<file path="config.mk">
export PLATFORM = sky130hd
export DESIGN_NAME = fwd_hazard_unit
export DESIGN_NICKNAME = d
export VERILOG_FILES = /design/src/rtl/fwd_hazard_unit.sv
export SDC_FILE = /design/constraint.sdc
export NUM_CORES = 1
export LEC_CHECK = 0
export CORE_ASPECT_RATIO = 0.7
export CORE_MARGIN = 2
export CORE_UTILIZATION = 35
export CTS_CLUSTER_DIAMETER = 50
export DETAILED_ROUTE_END_ITERATION = 6
export PLACE_DENSITY = 0.59
export SLEW_MARGIN = 15
export SYNTH_ARGS = -nofsm -noshare
export SYNTH_HDL_FRONTEND = slang
export SYNTH_SLANG_ARGS = --single-unit
</file>
<file path="constraint.sdc">
create_clock -name i_clk -period 2.4 [get_ports i_clk]
set_input_delay 0.48 -clock i_clk [delete_from_list [all_inputs] [get_ports i_clk]]
set_output_delay 0.48 -clock i_clk [all_outputs]
set_load 0.05 [all_outputs]
</file>
<file path="src/rtl/fwd_hazard_unit.sv">
// -----------------------------------------------------------------------------
// fwd_hazard_unit
//
// Forwarding and load-use hazard unit for the RV32IM pipeline, placed beside
// the ID stage. It tracks the destination registers of in-flight instructions
// in its own shift-register history. From that history it chooses, in the same
// cycle, the operand selects that the ID/EX register captures. It raises a
// one-cycle stall for load-use pairs.
//
// Ports:
//   i_clk            rising-edge clock
//   i_reset          synchronous, active-high reset
//   i_id_valid       ID stage holds a real instruction
//   i_rs1_addr/_used source 1 address and "instruction reads rs1"
//   i_rs2_addr/_used source 2 address and "instruction reads rs2"
//   i_id_rd          destination of the ID instruction
//   i_id_reg_write   ID instruction writes rd
//   i_id_is_load     ID instruction is a load
//   i_flush          kill the ID and stage-1 instructions (redirect)
//   i_default_sel1/2 control-unit select, passed through when not forwarding
//   o_fwd_sel1/2     operand select (stage index on a hit, default otherwise)
//   o_fwd_hit1/2     select is a forward stage index
//   o_stall          hold PC/IF/ID and inject a bubble
//   o_hist_valid     valid bit per history entry, bit 0 = entry 1 (newest)
//   o_stall_count    saturating count of stall cycles
// -----------------------------------------------------------------------------
module fwd_hazard_unit #(
    parameter int unsigned REG_ADDR_W = 5,
    parameter int unsigned NUM_STAGES = 3,
    parameter int unsigned SEL_W      = 2,  // NUM_STAGES must be <= 2**SEL_W - 1
    parameter int unsigned CNT_W      = 16
) (
    input  logic                  i_clk,
    input  logic                  i_reset,
    input  logic                  i_id_valid,
    input  logic [REG_ADDR_W-1:0] i_rs1_addr,
    input  logic [REG_ADDR_W-1:0] i_rs2_addr,
    input  logic                  i_rs1_used,
    input  logic                  i_rs2_used,
    input  logic [REG_ADDR_W-1:0] i_id_rd,
    input  logic                  i_id_reg_write,
    input  logic                  i_id_is_load,
    input  logic                  i_flush,
    input  logic [SEL_W-1:0]      i_default_sel1,
    input  logic [SEL_W-1:0]      i_default_sel2,
    output logic [SEL_W-1:0]      o_fwd_sel1,
    output logic [SEL_W-1:0]      o_fwd_sel2,
    output logic                  o_fwd_hit1,
    output logic                  o_fwd_hit2,
    output logic                  o_stall,
    output logic [NUM_STAGES-1:0] o_hist_valid,
    output logic [CNT_W-1:0]      o_stall_count
);

    // History: index 0 is entry 1 (newest, EX side).
    logic [NUM_STAGES-1:0] r_valid;
    logic [REG_ADDR_W-1:0] r_rd [NUM_STAGES];
    // Only a load in entry 1 changes behaviour, so the is_load bit of the
    // older entries is never kept.
    logic                  r_load1;
    logic [CNT_W-1:0]      r_stall_cnt;

    logic [NUM_STAGES-1:0] w_match1;
    logic [NUM_STAGES-1:0] w_match2;
    logic                  w_hit1;
    logic                  w_hit2;
    logic [SEL_W-1:0]      w_idx1;
    logic [SEL_W-1:0]      w_idx2;
    logic                  w_stall;
    logic                  w_push_valid;

    // Per-entry source matches; x0 and unused operands never match.
    always_comb begin
        w_match1 = '0;
        w_match2 = '0;
        for (int k = 0; k < NUM_STAGES; k++) begin
            w_match1[k] = i_id_valid & i_rs1_used & (i_rs1_addr != '0) &
                          r_valid[k] & (r_rd[k] == i_rs1_addr);
            w_match2[k] = i_id_valid & i_rs2_used & (i_rs2_addr != '0) &
                          r_valid[k] & (r_rd[k] == i_rs2_addr);
        end
    end

    // Newest match wins. Scanning from oldest to newest lets a newer entry
    // overwrite. A load in entry 1 is the newest producer, but its data is
    // not ready yet. That gives no hit, and it must not fall back to an older
    // (stale) entry.
    always_comb begin
        w_hit1 = 1'b0;
        w_hit2 = 1'b0;
        w_idx1 = '0;
        w_idx2 = '0;
        for (int k = NUM_STAGES - 1; k >= 0; k--) begin
            if (w_match1[k]) begin
                w_hit1 = !((k == 0) && r_load1);
                w_idx1 = SEL_W'(k + 1);
            end
            if (w_match2[k]) begin
                w_hit2 = !((k == 0) && r_load1);
                w_idx2 = SEL_W'(k + 1);
            end
        end
    end

    // Flush beats stall; reset forces everything quiet.
    assign w_stall = ~i_reset & i_id_valid & ~i_flush & r_valid[0] & r_load1 &
                     (w_match1[0] | w_match2[0]);

    assign w_push_valid = i_id_valid & i_id_reg_write & (i_id_rd != '0) &
                          ~w_stall & ~i_flush;

    always_comb begin
        o_fwd_hit1 = w_hit1 & ~i_reset;
        o_fwd_hit2 = w_hit2 & ~i_reset;
        o_fwd_sel1 = o_fwd_hit1 ? w_idx1 : i_default_sel1;
        o_fwd_sel2 = o_fwd_hit2 ? w_idx2 : i_default_sel2;
    end

    assign o_stall       = w_stall;
    assign o_hist_valid  = r_valid;
    assign o_stall_count = r_stall_cnt;

    // Valid bits and the stall counter need reset.
    always_ff @(posedge i_clk) begin
        if (i_reset) begin
            r_valid     <= '0;
            r_stall_cnt <= '0;
        end else begin
            r_valid[0] <= w_push_valid;
            for (int k = 1; k < NUM_STAGES; k++) begin
                // A flushed entry 1 is killed as it moves into entry 2.
                r_valid[k] <= r_valid[k-1] & ((k == 1) ? ~i_flush : 1'b1);
            end
            if (w_stall && (r_stall_cnt != {CNT_W{1'b1}})) begin
                r_stall_cnt <= r_stall_cnt + 1'b1;
            end
        end
    end

    // Payload only matters when the matching valid bit is set.
    always_ff @(posedge i_clk) begin
        r_rd[0] <= i_id_rd;
        r_load1 <= i_id_is_load;
        for (int k = 1; k < NUM_STAGES; k++) begin
            r_rd[k] <= r_rd[k-1];
        end
    end

endmodule

</file>
==> flow_metrics.py, run 1 <==
metrics = {
    "job": {
        "max-cap-violations": 0,
    },
    "sta": {
        "skew_ns": 0.005674,
        "tightestPinTransition_ns": 0.5172,
        "setup_slack_ns": -0.05768,
        "min_period_over_period_pct": 102.4,
        "whs_ns": 0.3964,
        "slew_viol_final": 0,
        "rsz0062_at_grt": "yes",
        "report.final.hold_viol_count": 0,
        "slew_headroom_pct": 65.41,
        "setup_violations": 4,
        "fmax_mhz": 406.9,
        "fin_crit_ns": 2.458,
    },
    "logic_synthesis": {
        "synth-xor-area-share_pct": 13.30,
        "synthArstFlopShare_pct": 0,
        "synth_top_area_share_pct": 35.47,
        "synth_top_family_by_area": "simple AND/OR/NAND/NOR gates",
        "synth-seq-cells": 35,
        "synth_flop_cell": "dfxtp_1",
        "synth_top_area_cell": "dfxtp_1",
        "synth.top_cells.by_area": "dfxtp_1 (35%), xnor2_1 (13%), mux2_2 (6.8%)",
        "synth_edf_count": 0,
        "yosysSeqAreaShare_pct": 35.47,
        "synthCells": 218,
        "synthAdderAreaFrac_pct": 0.6333,
        "synth_cell_types": 45,
        "syn_area_um2": 1976,
        "syn_nets": 246,
        "postSynthAreaPerCell_um2": 9.063,
        "yosys_warnings": 0,
        "synthMuxAreaShare_pct": 8.106,
        "synth_compound_area_share_pct": 14.82,
        "synth_simple_gate_area_share_pct": 24.13,
    },
    "place": {
        "port_buffers": 52,
        "hpwlAfterDp_um": 4530,
        "globalplace.congestion": 0.8190,
    },
    "worst_setup_path": {
        "endpoint_kind": "primary output",
        "worst_path_largest_cell_delay_ns": 0.57,
        "startpoint_type": "input port",
        "worstPathRequired_ns": 1.92,
        "crit_path_end": "o_fwd_hit2",
        "cp.depth": 6,
        "reg2reg_to": "o_stall_count[9]$_SDFFE_PP0P_",
        "r2r_slack_ns": 0.12,
        "timing.rr.start": "r_rd[0][3]$_DFF_P_",
        "path_cells": "buf_6 > or4_4 > o211ai_4 > nor3_4 > o31a_1 > buf_12",
        "r2r_cells": 7,
        "crit_path_top_delay_cell": "or4_4",
        "critPathMaxFanout": 3,
        "path_class": "in2out",
        "path_buf_inv": 2,
        "critPathLaunch": "i_rs2_addr[2]",
        "path_delay_family": "simple AND/OR/NAND/NOR gates",
        "arrival_ns": 1.98,
    },
    "global_routing": {
        "grt_pass1_wl_um": 9515,
        "first_global_vias": 1812,
        "antenna_found_initial": 0,
        "grt_max_degree": 19,
        "grt_overflow": 0,
        "track_usage_pct": 20.00,
    },
    "route": {
        "vias_per_cell": 5.094,
        "drtAntennaViolNets": 0,
        "wl_per_cell_um": 15.76,
        "num_vias": 1951,
        "first_iter_violations": 140,
        "dr.pass1.iters": 4,
        "drc": 0,
        "wirelength_um": 6037,
    },
    "pwr": {
        "p_leak_nw": 1.237,
        "p_per_area_nw_per_um2": 389.2,
        "ir_drop_v": 0.0002571,
        "p_total_mw": 1.258,
    },
    "clock_tree": {
        "clock_sinks": 35,
        "cts_hold_buf": 0,
        "htreeDepth": 2,
        "clk_path_buf_depth": 2,
        "cts_tree": "yes",
        "numCtsBuffers": 5,
        "worstSkewPairLatency_ns": 0.28,
        "clkTransAtPathRegs_ns": 0.07,
        "cts_root_buf": "clkbuf_8",
    },
    "finish": {
        "num-fill-cells": 469,
        "area_growth_syn_to_layout_pct": 63.65,
        "antenna_cells": 0,
        "nets": 338,
        "ff_latch_area_um2": 711.9,
        "multi_input_area_um2": 1425,
        "drive_gt1_share_pct": 36.98,
    },
    "floorplanning": {
        "core_um2": 5340,
        "die_h_um": 66.86,
        "dieArea_um2": 6271,
        "die_w_um": 93.80,
        "start_util_pct": 37.00,
        "placementRows": 22,
        "boundaryPins": 53,
    },
    "status": {
        "status": "complete, but fails checks",
        "violations": "negative setup slack",
    },
    "hold_path": {
        "hold_class": "reg2reg",
    },
}
==> flip-flops by register name, indices dropped and copies added (netlist names) <==
register / count
o_stall_count: 16
r_rd: 15
o_hist_valid: 3
r_load1: 1
==> synthesized netlist by cell type, types with 2 or more instances <==
master     count
inv_1          6
o21a_1         3
buf_4          2
and3_1         3
o21ai_0        2
a2bb2oi_1      2
a2111o_1       2
a211oi_1       3
a2111oi_1      3
o2bb2ai_1      2
or3_1          3
or4_1          3
buf_2          2
o211a_1        2
nor3_1         7
nand4_1       13
a21oi_1        9
nand2_1        8
xnor2_1       29
nor2b_1       14
nand3_1       12
clkbuf_1       3
dfxtp_1       35
nor2_1        18
mux2_2        12
==> cells by family after synthesis <==
| kind of cell | after synthesis |
|---|---|
| xor+xnor | 30 |
| flops | 35 |
| fa+ha+maj | 1 |
| buf+inv | 14 |
| simple gates | 87 |
| compound gates | 37 |
| mux | 14 |
==> how the worst min path moves through the flow <==
| stage | depth (start not counted) | start | slack, ns | endpoint |
|---|---|---|---|---|
| floorplan | 0 | r_rd[0][1]$_DFF_P_ | 0.37 | r_rd[0][6]$_DFF_P_ |
| global placement | 0 | r_rd[0][6]$_DFF_P_ | 0.39 | r_rd[0][11]$_DFF_P_ |
| CTS | 0 | r_rd[0][4]$_DFF_P_ | 0.40 | r_rd[0][9]$_DFF_P_ |
| finish | 0 | r_rd[0][4]$_DFF_P_ | 0.40 | r_rd[0][9]$_DFF_P_ |
| detailed placement | 0 | r_rd[0][6]$_DFF_P_ | 0.39 | r_rd[0][11]$_DFF_P_ |
| global route | 0 | r_rd[0][6]$_DFF_P_ | 0.41 | r_rd[0][11]$_DFF_P_ |
==> layer usage <==
| metal | share of wire (%) | wire [um] | up-vias | GRT usage [%] |
|---|---|---|---|---|
| li1 | - | - | 978 | - |
| met1 | 52 | 3137 | 915 | 32.41 |
| met2 | 40 | 2436 | 56 | 26.61 |
| met3 | 7.3 | 440 | 2 | 4.186 |
| met4 | 0.35 | 21 | 0 | 3.261 |
| met5 | 0 | 0 | - | 0 |
==> area by class of cell <==
class,count,share of cell area (%)
well taps,72,2.786
flip-flops and latches,35,22.02
repair buffers,93,27.90
multi-input cells,169,44.08
inverters,6,0.6966
clock inverters,1,0.1548
clock buffers,7,2.361
==> stage by stage <==
stage / worst slack, ns / std cells / TNS [ns] / cell area, um2 / util [%]
2_1_floorplan: -0.1838 / 218 / -0.6106 / 2052 / -
3_3_place_gp: -0.4976 / 368 / -9.084 / 2905 / 54.40
3_5_place_dp: -0.5325 / 368 / -9.222 / 2905 / 54.40
4_1_cts: -0.04083 / 381 / -0.1244 / 3168 / 59.33
5_1_grt: -0.07524 / 383 / -0.4060 / 3233 / 60.54
6_report: -0.05768 / 383 / -0.1377 / 3233 / 60.54
==> cell usage in the layout (no fill, tap or decap), types with 4 or more instances in the layout <==
| master | netlist | final |
|---|---|---|
| buf_4 | 2 | 34 |
| clkdlybuf4s50_1 | 0 | 32 |
| dfxtp_1 | 35 | 30 |
| xnor2_1 | 29 | 25 |
| nor2_1 | 18 | 16 |
| nor2b_1 | 14 | 14 |
| nand4_1 | 13 | 13 |
| mux2_2 | 12 | 12 |
| buf_6 | 1 | 12 |
| nand3_1 | 12 | 11 |
| nand2_1 | 8 | 8 |
| a21oi_1 | 9 | 7 |
| inv_1 | 6 | 6 |
| buf_2 | 2 | 6 |
| clkbuf_8 | 0 | 5 |
| buf_12 | 0 | 5 |
| xnor2_2 | 0 | 4 |
| a2111oi_2 | 1 | 4 |
==> repair_timing <==
item,in CTS,in global routing
resized for setup,81,12
endpoints found under the hold margin,0,0
pin swaps,23,3
setup buffers,4,2
gates cloned,1,0
setup endpoints to repair,21,11
==> power breakdown <==
group | leakage, nW | internal [mW] | switching, mW
combinational | 0.906 | 0.126 | 0.101
sequential | 0.289 | 0.595 | 0.0220
clock | 0.0422 | 0.204 | 0.210
(Power assumes the default switching activity.)
==> run 2: changes to the inputs <==
==> constraint.sdc (replaced) <==
create_clock -name i_clk -period 3.1 [get_ports i_clk]
set_input_delay 0.62 -clock i_clk [delete_from_list [all_inputs] [get_ports i_clk]]
set_output_delay 0.62 -clock i_clk [all_outputs]
set_load 0.05 [all_outputs]
==> flow_metrics.py, run 2 (synthesized netlist as in run 1, its figures left out) <==
metrics = {
    "status": {
        "status": "finished, final reports clean",
    },
    "finish": {
        "antenna_cells": 0,
        "largest_reg_flops": 16,
        "final_common_cell": "clkdlybuf4s50_1",
        "area_growth_syn_to_layout_pct": 49.15,
        "post-route-util_pct": 55.18,
        "multi_input_area_um2": 1256,
        "nets": 321,
        "design_area_um2": 2947,
        "num-fill-cells": 501,
        "ff_latch_area_um2": 700.7,
        "drive_gt1_share_pct": 21.77,
        "final_cell_mix": "clkdlybuf4s50_1 (37), dfxtp_1 (35), xnor2_1 (29)",
    },
    "worst_setup_path": {
        "crit_path_top_delay_cell": "or4_4",
        "startpoint_type": "input port",
        "cpMostUsedCell": "or4_4",
        "worstPathRequired_ns": 2.48,
        "path_class": "in2out",
        "critPathMaxFanout": 4,
        "worst_path_largest_cell_delay_ns": 0.55,
        "endpoint_kind": "primary output",
        "arrival_ns": 2.42,
        "path_cells": "clkdlybuf4s50_1 > or4_4 > nor2_2 > or4_4 > buf_4 > o22a_1 > buf_6",
    },
    "floorplanning": {
        "placementRows": 22,
        "core_um2": 5340,
        "dieArea_um2": 6271,
        "start_util_pct": 37.00,
        "die_h_um": 66.86,
        "die_w_um": 93.80,
        "boundaryPins": 53,
    },
    "pwr": {
        "p_seq_share_pct": 48.5,
        "p_clk_share_pct": 35.9,
        "p_leak_nw": 1.111,
        "sw_frac_of_total_pct": 25.97,
        "p_sw_mw": 0.2558,
        "p_per_area_nw_per_um2": 334.2,
        "p_int_mw": 0.7289,
        "p_comb_share_pct": 15.6,
        "ir_drop_v": 0.0001731,
    },
    "clock_tree": {
        "htreeDepth": 2,
        "cts_root_buf": "clkbuf_8",
        "clock_sinks": 35,
        "cts_tree": "yes",
        "clk_path_buf_depth": 2,
        "clkTransAtPathRegs_ns": 0.06,
        "numCtsBuffers": 5,
        "worstSkewPairLatency_ns": 0.29,
    },
    "job": {
        "max-cap-violations": 0,
    },
    "route": {
        "drc": 0,
        "wl_met1_um": 2960,
        "vias_per_cell": 5.016,
        "dr.pass1.iters": 4,
        "first_iter_violations": 124,
        "num_vias": 1836,
        "top_layer_used": "met4",
        "route.met2.wl_um": 1900,
        "wl_met3_um": 526,
        "wl_per_cell_um": 14.80,
        "wirelength_um": 5415,
        "drtAntennaViolNets": 0,
    },
    "sta": {
        "fin_crit_ns": 3.043,
        "whs_ns": 0.4055,
        "min_period_over_period_pct": 98.15,
        "tightestPinTransition_ns": 0.5090,
        "setup_slack_ns": 0.05741,
        "setup_tns_ns": 0,
        "setup_violations": 0,
        "skew_ns": 0.009671,
        "slew_viol_final": 0,
        "slew_headroom_pct": 65.96,
        "report.final.hold_viol_count": 0,
        "fmax_mhz": 328.7,
    },
    "place": {
        "dp_slack_ns": -0.02772,
        "globalplace.congestion": 0.9123,
        "dpl_cell_area_um2": 2775,
        "port_buffers": 52,
        "hpwlAfterDp_um": 4303,
    },
    "global_routing": {
        "track_usage_pct": 18.63,
        "grt_overflow": 0,
        "grt_pass1_wl_um": 8832,
        "antenna_found_initial": 0,
        "first_global_vias": 1770,
        "grt_max_degree": 25,
    },
    "hold_path": {
        "hold_class": "reg2reg",
    },
}
-- run 2: worst paths after layout --
path / depth (start not counted) / slack [ns] / startpoint / end
worst max-delay path: 7 / 0.06 / i_rs1_addr[4] / o_fwd_sel1[1]
worst min-delay path: 0 / 0.41 / r_rd[0][9]$_DFF_P_ / r_rd[0][14]$_DFF_P_
worst max register to register: 5 / 0.82 / o_hist_valid[0]$_SDFF_PP0_ / o_stall_count[5]$_SDFFE_PP0P_
worst min register to register: 0 / 0.41 / r_rd[0][9]$_DFF_P_ / r_rd[0][14]$_DFF_P_
-- run 2: metrics by stage --
stage	instances	total power, mW
6_report	366	0.9847
5_1_grt	366	1.034
4_1_cts	365	0.9906
3_5_place_dp	357	0.6371
3_3_place_gp	357	0.6369
2_1_floorplan	218	0.5525
-- run 2: area by class of cell --
class | count | share of cell area (%)
well taps | 72 | 3.057
inverters | 6 | 0.7643
multi-input cells | 169 | 42.63
repair buffers | 76 | 26.41
clock inverters | 2 | 0.5520
flip-flops and latches | 35 | 23.78
clock buffers | 6 | 2.803
-- run 2: metal layers --
metal | vias to the layer above | track usage, %
met2 | 80 | 23.13
li1 | 942 | -
met3 | 2 | 5.543
met5 | - | 0
met4 | 0 | 3.986
met1 | 812 | 30.02
-- run 2: power groups by stage --
stage / Combinational [mW] / Clock (mW) / Sequential (mW)
after floorplan: 0.0693 / 0 / 0.483
after global placement: 0.149 / 0 / 0.487
after detailed placement: 0.150 / 0 / 0.487
after CTS: 0.151 / 0.363 / 0.477
after global routing: 0.165 / 0.390 / 0.478
final: 0.154 / 0.354 / 0.477
-- run 2: worst max-delay path: cells and delay by family --
family | cells | cell delay [ns]
compound gates | 1 | 0.22
buf+inv | 3 | 0.85
simple gates | 3 | 0.72
-- run 2: what timing repair did --
action | CTS | global route
hold buffers | 0 | 0
resized for setup | 4 | 14
endpoints found under the setup margin | 3 | 7
buffers inserted | 0 | 1
pin swaps | 1 | 4
==> run 3: changes to the inputs <==
--- a/config.mk
+++ b/config.mk
@@ -10,6 +10,7 @@
 export CORE_UTILIZATION = 35
 export CTS_CLUSTER_DIAMETER = 50
 export DETAILED_ROUTE_END_ITERATION = 6
+export GPL_ROUTABILITY_DRIVEN = 0
 export PLACE_DENSITY = 0.59
 export SLEW_MARGIN = 15
 export SYNTH_ARGS = -nofsm -noshare
==> constraint.sdc (replaced) <==
create_clock -name i_clk -period 3.7 [get_ports i_clk]
set_input_delay 0.74 -clock i_clk [delete_from_list [all_inputs] [get_ports i_clk]]
set_output_delay 0.74 -clock i_clk [all_outputs]
set_load 0.05 [all_outputs]
==> flow_metrics.py, run 3 (synthesized netlist as in run 1, its figures left out) <==
metrics = {
    "floorplanning": {
        "dieArea_um2": 6271,
        "start_util_pct": 37.00,
        "die_w_um": 93.80,
        "core_um2": 5340,
        "placementRows": 22,
        "die_h_um": 66.86,
        "boundaryPins": 53,
    },
    "clock_tree": {
        "post_cts_buffers": 0,
        "clkTransAtPathRegs_ns": 0.07,
        "numCtsBuffers": 5,
        "clk_path_buf_depth": 2,
        "clock_sinks": 35,
        "cts_resized": 0,
        "htreeDepth": 2,
        "cts_root_buf": "clkbuf_8",
        "worstSkewPairLatency_ns": 0.30,
        "cts_tree": "yes",
        "cts_hold_buf": 0,
    },
    "route": {
        "vias_per_cell": 5.097,
        "first_iter_violations": 111,
        "wirelength_um": 5387,
        "wl_per_cell_um": 15.44,
        "drtAntennaViolNets": 0,
        "num_vias": 1779,
        "drc": 0,
        "dr.pass1.iters": 4,
    },
    "sta": {
        "slew_viol_final": 0,
        "report.final.hold_viol_count": 0,
        "setup_tns_ns": 0,
        "fin_crit_ns": 3.465,
        "skew_ns": 0.006305,
        "fmax_mhz": 288.6,
        "min_period_over_period_pct": 93.65,
        "slew_headroom_pct": 66.17,
        "whs_ns": 0.4081,
        "tightestPinTransition_ns": 0.5059,
        "setup_violations": 0,
        "rsz0062_at_grt": "no",
    },
    "worst_setup_path": {
        "path_class": "in2out",
        "arrival_ns": 2.73,
        "path_cells": "clkdlybuf4s50_1 > xnor2_1 > nand4_1 > or4_4 > a21oi_1 > buf_4 > buf_12",
        "path_buf_inv": 3,
        "worst_path_largest_cell_delay_ns": 0.58,
        "endpoint_kind": "primary output",
        "path_delay_family": "buffers and inverters",
        "startpoint_type": "input port",
        "critPathMaxFanout": 6,
        "crit_path_top_delay_cell": "clkdlybuf4s50_1",
        "worstPathRequired_ns": 2.96,
    },
    "pwr": {
        "p_comb_share_pct": 14.5,
        "sw_frac_of_total_pct": 27.48,
        "p_per_area_nw_per_um2": 294.1,
        "ir_drop_v": 0.0001516,
        "p_clk_share_pct": 35.8,
        "p_sw_mw": 0.2216,
        "p_leak_nw": 0.9508,
        "p_seq_share_pct": 49.7,
        "p_int_mw": 0.5850,
    },
    "place": {
        "port_buffers": 52,
        "placed_cells": 341,
        "hpwlAfterDp_um": 4214,
    },
    "global_routing": {
        "antenna_found_initial": 0,
        "grt_max_degree": 26,
        "track_usage_pct": 18.50,
        "grt_pass1_wl_um": 8721,
        "first_global_vias": 1682,
        "grt_overflow": 0,
    },
    "finish": {
        "area_growth_syn_to_layout_pct": 38.82,
        "final_common_cell": "clkdlybuf4s50_1",
        "largest_reg_flops": 16,
        "nets": 304,
        "final_cell_mix": "clkdlybuf4s50_1 (45), dfxtp_1 (35), xnor2_1 (29)",
        "antenna_cells": 0,
        "drive_gt1_share_pct": 14.08,
        "fin_cells": 349,
    },
    "hold_path": {
        "hold_class": "reg2reg",
    },
    "job": {
        "max-cap-violations": 0,
    },
    "status": {
        "status": "finished, final reports clean",
    },
}
## run 3: cell types whose count changed in the layout (fill, tap and decap cells not counted), moves of 2 or more
cell             previous run  this run
nor3_2                      2         0
or4_4                       3         1
or4_1                       1         3
dlymetal6s2s_1              7         0
clkdlybuf4s50_1            37        45
nor3_1                      5         7
buf_4                      24         8
## run 3: path summary, 6_finish.rpt
check                          start                            end  slack (ns)  cells after the start
setup / recovery       i_rs1_addr[0]                        o_stall        0.23                      7
hold / removal    r_rd[0][7]$_DFF_P_            r_rd[0][12]$_DFF_P_        0.41                      0
setup reg to reg  r_rd[0][0]$_DFF_P_  o_stall_count[5]$_SDFFE_PP0P_        1.17                      6
hold reg to reg   r_rd[0][7]$_DFF_P_            r_rd[0][12]$_DFF_P_        0.41                      0
## run 3: layout make-up
cell class                 instances  area, um2
timing repair buffer              59      630.6
multi-input combinational        169       1205
tap                               72      90.09
inverter                           6      22.52
clock buffer                       5      68.82
clock inverter                     3      25.02
sequential                        35      700.7
fill                             533       2597
## run 3: through the flow
| step | power, mW | setup slack [ns] | area, um2 | util [%] |
|---|---|---|---|---|
| 6_report | 0.8067 | 0.2348 | 2743 | 51.36 |
| 5_1_grt | 0.8491 | 0.1036 | 2743 | 51.36 |
| 4_1_cts | 0.8132 | 0.2360 | 2743 | 51.36 |
| 3_5_place_dp | 0.5250 | 0.2379 | 2649 | 49.60 |
| 3_3_place_gp | 0.5245 | 0.1958 | 2649 | 49.60 |
| 2_1_floorplan | 0.4622 | 0.1310 | 1976 | - |
## run 3: worst register-to-register path: cells and delay by family, from the launching register on
kind | cells | cell delay (ns)
compound gates | 1 | 0.51
simple gates | 2 | 0.71
xor+xnor | 1 | 0.15
flops | 1 | 0.46
buf+inv | 1 | 0.22
mux | 1 | 0.38
## run 3: power groups by stage
stage               Combinational, mW  Clock [mW]  Sequential [mW]
global placement                0.116           0            0.409
global route                    0.126       0.321            0.402
finish                          0.117       0.289            0.401
floorplan                      0.0574           0            0.405
CTS                             0.117       0.296            0.400
detailed placement              0.116           0            0.409
## run 3: layer usage
metal	share of wire, %	up-vias	global-route usage [%]
met3	6.6	4	5.543
li1	-	913	-
met1	58	815	29.55
met2	35	47	22.59
met4	0.91	0	5.435
met5	0	-	0
